## config.mk

```make
export PLATFORM = sky130hd
export DESIGN_NAME = kiv_init_ctrl_flat
export DESIGN_NICKNAME = d
export VERILOG_FILES = /design/src/rtl/kiv_init_if.sv /design/src/rtl/kiv_init_ctrl.sv /design/src/flat_wrapper.sv
export SDC_FILE = /design/constraint.sdc
export NUM_CORES = 1
export LEC_CHECK = 0
export CAP_MARGIN = 20
export CORE_UTILIZATION = 34
export DETAILED_ROUTE_END_ITERATION = 8
export PLACE_DENSITY = 0.66
export SETUP_SLACK_MARGIN = 0.15
export SYNTH_ARGS = -nofsm -noshare
export SYNTH_HDL_FRONTEND = slang
export SYNTH_SLANG_ARGS = --single-unit
```

## constraint.sdc

```tcl
create_clock -name clk -period 5.9 [get_ports clk]
set_input_delay 1.18 -clock clk [delete_from_list [all_inputs] [get_ports clk]]
set_output_delay 1.18 -clock clk [all_outputs]
set_load 0.02 [all_outputs]
```

## src/rtl/kiv_init_if.sv

```systemverilog
// kiv_init_if: start/stop control, key/IV fetch and seed/map-control bundle
// between the key/IV register stage, the init controller and the map cores.
interface kiv_init_if #(parameter int KEY_W = 147, parameter int IV_W = 32);
    logic             start;
    logic             stop;
    logic [KEY_W-1:0] key_i;
    logic [IV_W-1:0]  iv_i;
    logic             read0;
    logic [19:0]      ctrl_o;
    logic [31:0]      seed_a;
    logic [30:0]      seed_b;
    logic [31:0]      seed_c;
    logic [31:0]      seed_d;
    logic             map_load;
    logic             map_step;
    logic             ks_en;
    logic             busy;
    logic             key_err;
    modport master(output start, stop, key_i, iv_i,
                   input read0, ctrl_o, seed_a, seed_b, seed_c, seed_d, map_load, map_step, ks_en, busy, key_err);
    modport slave(input start, stop, key_i, iv_i,
                  output read0, ctrl_o, seed_a, seed_b, seed_c, seed_d, map_load, map_step, ks_en, busy, key_err);
endinterface

```

## src/rtl/kiv_init_ctrl.sv

```systemverilog
// kiv_init_ctrl: fetches key/IV, unpacks and IV-whitens the map seeds, loads the
// map cores, runs a fixed warm-up and then enables keystream output.
module kiv_init_ctrl #(parameter int WARMUP_CYCLES = 16) (
    input logic clk,
    input logic reset,
    kiv_init_if.slave bus
);
    typedef enum logic [2:0] {IDLE, REQ, CAPT, LOAD, WARM, RUN, ERR} state_t;
    state_t      state_q, state_d;
    logic [7:0]  cnt_q, cnt_d;
    logic [19:0] ctrl_q, ctrl_d;
    logic [31:0] seed_a_q, seed_a_d, seed_c_q, seed_c_d, seed_d_q, seed_d_d;
    logic [30:0] seed_b_q, seed_b_d;
    logic        key_err_q, key_err_d;
    logic [31:0] ka, kc, kd, iv;
    logic [30:0] kb;
    assign ka = bus.key_i[126:95];
    assign kb = bus.key_i[94:64];
    assign kc = bus.key_i[63:32];
    assign kd = bus.key_i[31:0];
    assign iv = bus.iv_i;
    always_comb begin
        state_d   = state_q;
        cnt_d     = cnt_q;
        ctrl_d    = ctrl_q;
        seed_a_d  = seed_a_q;
        seed_b_d  = seed_b_q;
        seed_c_d  = seed_c_q;
        seed_d_d  = seed_d_q;
        key_err_d = key_err_q;
        // stop overrides everything, including a simultaneous start
        if (bus.stop) state_d = IDLE;
        else begin
            case (state_q)
                IDLE: state_d = bus.start ? REQ : IDLE;
                REQ:  state_d = CAPT;
                CAPT: begin
                    if (~|{ka, kb, kc, kd}) begin
                        key_err_d = 1'b1;
                        state_d   = ERR;
                    end else begin
                        ctrl_d    = bus.key_i[146:127];
                        seed_a_d  = ka ^ iv;
                        seed_b_d  = kb ^ iv[30:0];
                        seed_c_d  = kc ^ {iv[15:0], iv[31:16]};
                        seed_d_d  = kd ^ ~iv;
                        key_err_d = 1'b0;
                        state_d   = LOAD;
                    end
                end
                LOAD: begin
                    cnt_d   = '0;
                    state_d = WARM;
                end
                WARM: begin
                    cnt_d   = cnt_q + 8'd1;
                    state_d = (cnt_q == 8'(WARMUP_CYCLES - 1)) ? RUN : WARM;
                end
                RUN:     state_d = bus.start ? REQ : RUN;
                ERR:     state_d = bus.start ? REQ : ERR;
                default: state_d = IDLE;
            endcase
        end
    end
    always_ff @(posedge clk or posedge reset) begin
        if (reset) begin
            state_q   <= IDLE;
            cnt_q     <= '0;
            ctrl_q    <= '0;
            seed_a_q  <= '0;
            seed_b_q  <= '0;
            seed_c_q  <= '0;
            seed_d_q  <= '0;
            key_err_q <= 1'b0;
        end else begin
            state_q   <= state_d;
            cnt_q     <= cnt_d;
            ctrl_q    <= ctrl_d;
            seed_a_q  <= seed_a_d;
            seed_b_q  <= seed_b_d;
            seed_c_q  <= seed_c_d;
            seed_d_q  <= seed_d_d;
            key_err_q <= key_err_d;
        end
    end
    assign bus.read0    = state_q == REQ;
    assign bus.map_load = state_q == LOAD;
    assign bus.map_step = state_q == WARM || state_q == RUN;
    assign bus.ks_en    = state_q == RUN;
    assign bus.busy     = state_q == REQ || state_q == CAPT || state_q == LOAD || state_q == WARM;
    assign bus.ctrl_o   = ctrl_q;
    assign bus.seed_a   = seed_a_q;
    assign bus.seed_b   = seed_b_q;
    assign bus.seed_c   = seed_c_q;
    assign bus.seed_d   = seed_d_q;
    assign bus.key_err  = key_err_q;
endmodule

```

## src/flat_wrapper.sv

```systemverilog
// flat-port wrapper written by rule: the top's interface ports become plain ports
module kiv_init_ctrl_flat 
#(parameter int WARMUP_CYCLES = 16)
  (clk, reset, bus_start, bus_stop, bus_key_i, bus_iv_i, bus_read0, bus_ctrl_o, bus_seed_a, bus_seed_b, bus_seed_c, bus_seed_d, bus_map_load, bus_map_step, bus_ks_en, bus_busy, bus_key_err);
  kiv_init_if bus_i ();
  input logic clk;
  input logic reset;
  input wire logic [$bits(bus_i.start)-1:0] bus_start;
  input wire logic [$bits(bus_i.stop)-1:0] bus_stop;
  input wire logic [$bits(bus_i.key_i)-1:0] bus_key_i;
  input wire logic [$bits(bus_i.iv_i)-1:0] bus_iv_i;
  output wire logic [$bits(bus_i.read0)-1:0] bus_read0;
  output wire logic [$bits(bus_i.ctrl_o)-1:0] bus_ctrl_o;
  output wire logic [$bits(bus_i.seed_a)-1:0] bus_seed_a;
  output wire logic [$bits(bus_i.seed_b)-1:0] bus_seed_b;
  output wire logic [$bits(bus_i.seed_c)-1:0] bus_seed_c;
  output wire logic [$bits(bus_i.seed_d)-1:0] bus_seed_d;
  output wire logic [$bits(bus_i.map_load)-1:0] bus_map_load;
  output wire logic [$bits(bus_i.map_step)-1:0] bus_map_step;
  output wire logic [$bits(bus_i.ks_en)-1:0] bus_ks_en;
  output wire logic [$bits(bus_i.busy)-1:0] bus_busy;
  output wire logic [$bits(bus_i.key_err)-1:0] bus_key_err;
  assign bus_i.start = bus_start;
  assign bus_i.stop = bus_stop;
  assign bus_i.key_i = bus_key_i;
  assign bus_i.iv_i = bus_iv_i;
  assign bus_read0 = bus_i.read0;
  assign bus_ctrl_o = bus_i.ctrl_o;
  assign bus_seed_a = bus_i.seed_a;
  assign bus_seed_b = bus_i.seed_b;
  assign bus_seed_c = bus_i.seed_c;
  assign bus_seed_d = bus_i.seed_d;
  assign bus_map_load = bus_i.map_load;
  assign bus_map_step = bus_i.map_step;
  assign bus_ks_en = bus_i.ks_en;
  assign bus_busy = bus_i.busy;
  assign bus_key_err = bus_i.key_err;
  kiv_init_ctrl #(.WARMUP_CYCLES(WARMUP_CYCLES)) u_core (.clk(clk), .reset(reset), .bus(bus_i));
endmodule
```

======== Yosys cells after proc, flatten, opt, wreduce, memory -nomap -nowiden ========
Cells that the tools add are included.
storage, ports and cells
  input bits .............................. 183
  logic and storage cells ................. 41
  register bits ........................... 159
  output and inout port bits .............. 153
operators by class
  muxes and demuxes ....................... 9
  reduce and logical (&&, ||, !) cells .... 10
  add/sub/neg operators ................... 1
  eq/ne operators ......................... 7
  bitwise logic cells ..................... 6
operator list
  cell                   number
  $reduce_or A127 Y1     1
  $xor A32 B32 Y32       3
  $not A32 Y32           1
  $xor A31 B31 Y31       1
  $pmux W3 S7            1
  $pmux W8 S2            1
  $mux W3                4
  $eq A3 B3 Y1 const B   3
  $add A8 B1 Y8 const B  1
  $eq A8 B4 Y1 const B   1
  $eq A3 B2 Y1 const B   2
  $logic_or A1 B1 Y1     4
  $reduce_and A2 Y1      2
  $eq A3 B1 Y1 const B   1
  $logic_not A3 Y1       1
  $mux W1                3
  $reduce_and A3 Y1      1
  $reduce_bool A2 Y1     1
  $not A1 Y1             1

======== Depth between registers and ports, before layout ========
  depth after elaboration ................. 4
  depth in mapped cells ................... 7
  mapped depth without buffers ............ 5

======== Worst setup path after synthesis ========
Ideal clock, no wire load.
  kind .................................... input to register
  start point ............................. input port bus_key_i[116]
  end point ............................... register u_core.ctrl_q[0] (netlist: u_core.bus.ctrl_o[0])
  path slack .............................. 3.033 ns
  buffers on the path ..................... 2
  required time ........................... 5.775 ns
  stages .................................. 7
  arrival time ............................ 2.742 ns
  library setup time ...................... 0.125 ns
  cells stage by stage .................... nor4_1 nand4_1 nor4_4 a2111oi_4 buf_12 buf_12 mux2_4
between the ends
  longest elaborated chain between the ends .. 2
ends and longest elaborated chain
  item                                line                 RTL
  start, declared                     flat_wrapper.sv:10   input wire logic [$bits(bus_i.key_i)-1:0] bus_key_i;
  $reduce_or A127 Y1                  kiv_init_ctrl.sv:38  if (~|{ka, kb, kc, kd}) begin
  $reduce_and A3 Y1 (no source line)  -
  end signal, assigned                kiv_init_ctrl.sv:78  ctrl_q <= ctrl_d;
  end, declared                       kiv_init_ctrl.sv:11  logic [19:0] ctrl_q, ctrl_d;
Every way passes these cells.
A chain may end at the register's enable or synchronous reset.

======== Worst setup path after layout ========
  start point ............................. input port bus_key_i[91]
  end point ............................... register u_core.seed_c_q[31] (netlist: u_core.bus.seed_c[31])
between the ends
  longest elaborated chain between the ends .. 2
ends and longest elaborated chain
  item                                line                 RTL
  $reduce_or A127 Y1                  kiv_init_ctrl.sv:38
  $reduce_and A3 Y1 (no source line)  -
  end signal, assigned                kiv_init_ctrl.sv:72  seed_c_q <= '0;
  end signal, assigned                kiv_init_ctrl.sv:81  seed_c_q <= seed_c_d;
  end, declared                       kiv_init_ctrl.sv:12  logic [31:0] seed_a_q, seed_a_d, seed_c_q, seed_c_d, seed_d_q, seed_d_d;
Every way passes these cells.

==> results.cfg <==
[yosys]
synth_top_area_share_pct = 48.63
synth_top_family_by_area = multiplexers
yosysTopAreaCell = dfrtp_1
syn_area_per_cell_um2 = 14.72
ys_warn_count = 0
seq_area_frac_synth_pct = 48.63
synthAdderAreaFrac_pct = 0.1529
synthTopCellsByCount = dfrtp_1 (159), mux2_4 (130), xor2_1 (100), xnor2_1 (35), nor4_1 (32)
synthFlopType = dfrtp_1
netlist_instances = 556
synthSimpleGateAreaFrac_pct = 5.505
synth_xor_area_share_pct = 14.45
syn_area_mm2 = 0.008182
synth_mux_area_share_pct = 26.20
post_synth_num_cell_types = 33
synth-edff-count = 0
synthArstFlopShare_pct = 100.0
synth-compound-area-share_pct = 1.407
syn_nets = 740
ys_top_cells_by_area = dfrtp_1 (49%), mux2_4 (24%), xor2_1 (11%), xnor2_1 (3.7%), buf_12 (2.7%)
synth_seq_cells = 159
synth.most_common_cell = dfrtp_1

[cts]
clkSinkCount = 159
cts-hold-fix-buffers = 0
clock_latency_ns = 0.43
clk_path_buf_depth = 2
cts_root_buf = clkbuf_16
tritoncts = built
clk_pin_slew_ns = 0.06
post_cts_resized = 0
htreeDepth = 4
cts_setup_buffers = 0
numCtsBuffers = 17

[layout]
syn_to_final_growth_pct = 49.89
stdcell_area_mm2 = 0.01226
final_layout_size_suffix_gt1_share_pct = 20.42
multi_input_area_mm2 = 0.003904
register_area_mm2 = 0.003979
n_fill_cell = 2110
fin_nets = 1077
antenna_cells = 0

[setup_path]
crit_fanout = 79
critical_path_class = input port to flip-flop
end_kind = flip-flop
arrival_ns = 4.25
required_ns = 6.20
start_kind = input port

[hold_path]
hold_path_class = flip-flop to flip-flop

[global_routing]
grt_pass1_vias = 5917
grt_use_total_pct = 19.77
grt.overflow.total = 0
antenna_found_initial = 0
grt_pass1_wl_um = 35800
grt_max_degree = 83

[placement]
numPortBuffers = 335
gp_congestion = 0.7737
dp.final_hpwl_um = 18580
placed_cell_area_mm2 = 0.01172
dp_worst_setup_slack_ns = 1.611

[power_and_ir_drop]
p_per_area_mw_per_mm2 = 501.1
ir_worst_vdd_uv = 238.9
p_leak_nw = 5.124

[floorplan]
die_y_um = 157.1
die-area_mm2 = 0.02469
row_count = 56
start_util_pct = 34.75
ios = 336
die_x_um = 157.1
core_mm2 = 0.02354

[timing]
slew_headroom_pct = 34.65
fin_setup_tns_ns = 0
hold_viol = 0
tightest_slew_ns = 0.9712
rsz0062_at_grt = no
finalCriticalPeriod_ns = 3.951
fmax_mhz = 253.1
min_period_over_period_pct = 66.96
slew_violations = 0
setup_viol = 0
fin_skew_ns = 0.01741
setup_slack_ns = 1.949

[run_status]
status = completed

[drt]
drt_iter0_markers = 163
drc_errors = 0
vias = 5612
routed_wl_um = 24400
wl_per_cell_um = 19.92
ant_nets = 0
drtPass1Iterations = 4
vias_per_cell = 4.581

[flow_run]
drv_cap = 0
[kinds of logic after synthesis]
| logic type | after synthesis |
|---|---|
| multiplexers | 147 |
| flip-flops | 159 |
| buffers and inverters | 23 |
| AND/OR/NAND/NOR | 76 |
| XOR/XNOR | 135 |
| AO/OA/AOI/OAI | 15 |
| adder cells (fa/ha/maj) | 1 |
[state kept, by name (all words and copies together) (netlist names)]
name and flops:
u_core.bus.seed_c 32, u_core.bus.seed_d 32, u_core.state_q 3, u_core.bus.key_err 1
u_core.cnt_q 8, u_core.bus.seed_b 31, u_core.bus.seed_a 32, u_core.bus.ctrl_o 20
[power by group]
group          internal, mW  total [mW]  switching, mW
clock network         0.559        1.04          0.482
registers              1.62        1.94          0.324
logic                  1.82        3.16           1.34
[critical path: stages]
cell and delay (ns):
clkdlybuf4s50_1 0.47, nor4_1 0.85, nand4_1 0.27, nor4_4 0.51, a2111oi_4 0.19, buf_12 0.29, mux2_4 0.39
[layout by cell type, fill, tap and decap left out, drive strengths merged, types with 5 or more instances in the layout]
cell type / n
nand4: 9
inv: 6
nand2: 8
clkbuf: 20
nor4: 34
clkdlybuf4s50: 335
nor2: 14
xnor2: 35
xor2: 100
mux2: 147
clkinv: 5
dfrtp: 159
[per-layer routing]
layer  vias to the layer above  GRT usage [%]  routed length [um]
met1                      2756          24.26               10320
met2                       214          33.82               12040
li1                       2629              -                   -
met4                         0          5.317                 242
met3                        13          5.672                1802
met5                         -              0                   0
[final timing paths]
check / start / end / slack (ns) / depth (start not counted)
max in group asynchronous: reset / u_core.bus.seed_b[19]$_DFFE_PP0P_ / 3.72 / 3
min in group asynchronous: reset / u_core.bus.seed_d[19]$_DFFE_PP0P_ / 1.27 / 2
worst min register to register: u_core.bus.seed_a[8]$_DFFE_PP0P_ / u_core.bus.seed_a[8]$_DFFE_PP0P_ / 0.50 / 1
worst max-delay path: bus_key_i[91] / u_core.bus.seed_c[31]$_DFFE_PP0P_ / 1.95 / 7
worst max register to register: u_core.state_q[2]$_DFF_PP0_ / u_core.bus.seed_a[8]$_DFFE_PP0P_ / 3.41 / 4
worst min-delay path: u_core.bus.seed_a[8]$_DFFE_PP0P_ / u_core.bus.seed_a[8]$_DFFE_PP0P_ / 0.50 / 1
[stage by stage]
stage | cells | util [%] | hold slack, ns | power (mW)
finish | 1225 | 52.09 | 0.5039 | 6.145
global route | 1225 | 52.09 | 0.5175 | 6.436
CTS | 1225 | 52.09 | 0.5091 | 6.203
detailed placement | 1193 | 49.76 | 0.4912 | 5.126
global placement | 1193 | 49.76 | 0.4889 | 5.096
floorplan | 556 | - | 0.4782 | 3.744
[final cells by class]
type | count | share of cell area, %
sequential | 159 | 32.45
multi-input combinational | 374 | 31.83
timing repair buffer | 339 | 27.90
clock buffer | 20 | 3.642
tap | 319 | 3.255
clock inverter | 12 | 0.8264
inverter | 2 | 0.1020
Note: power is estimated with default switching activity, not from simulation.
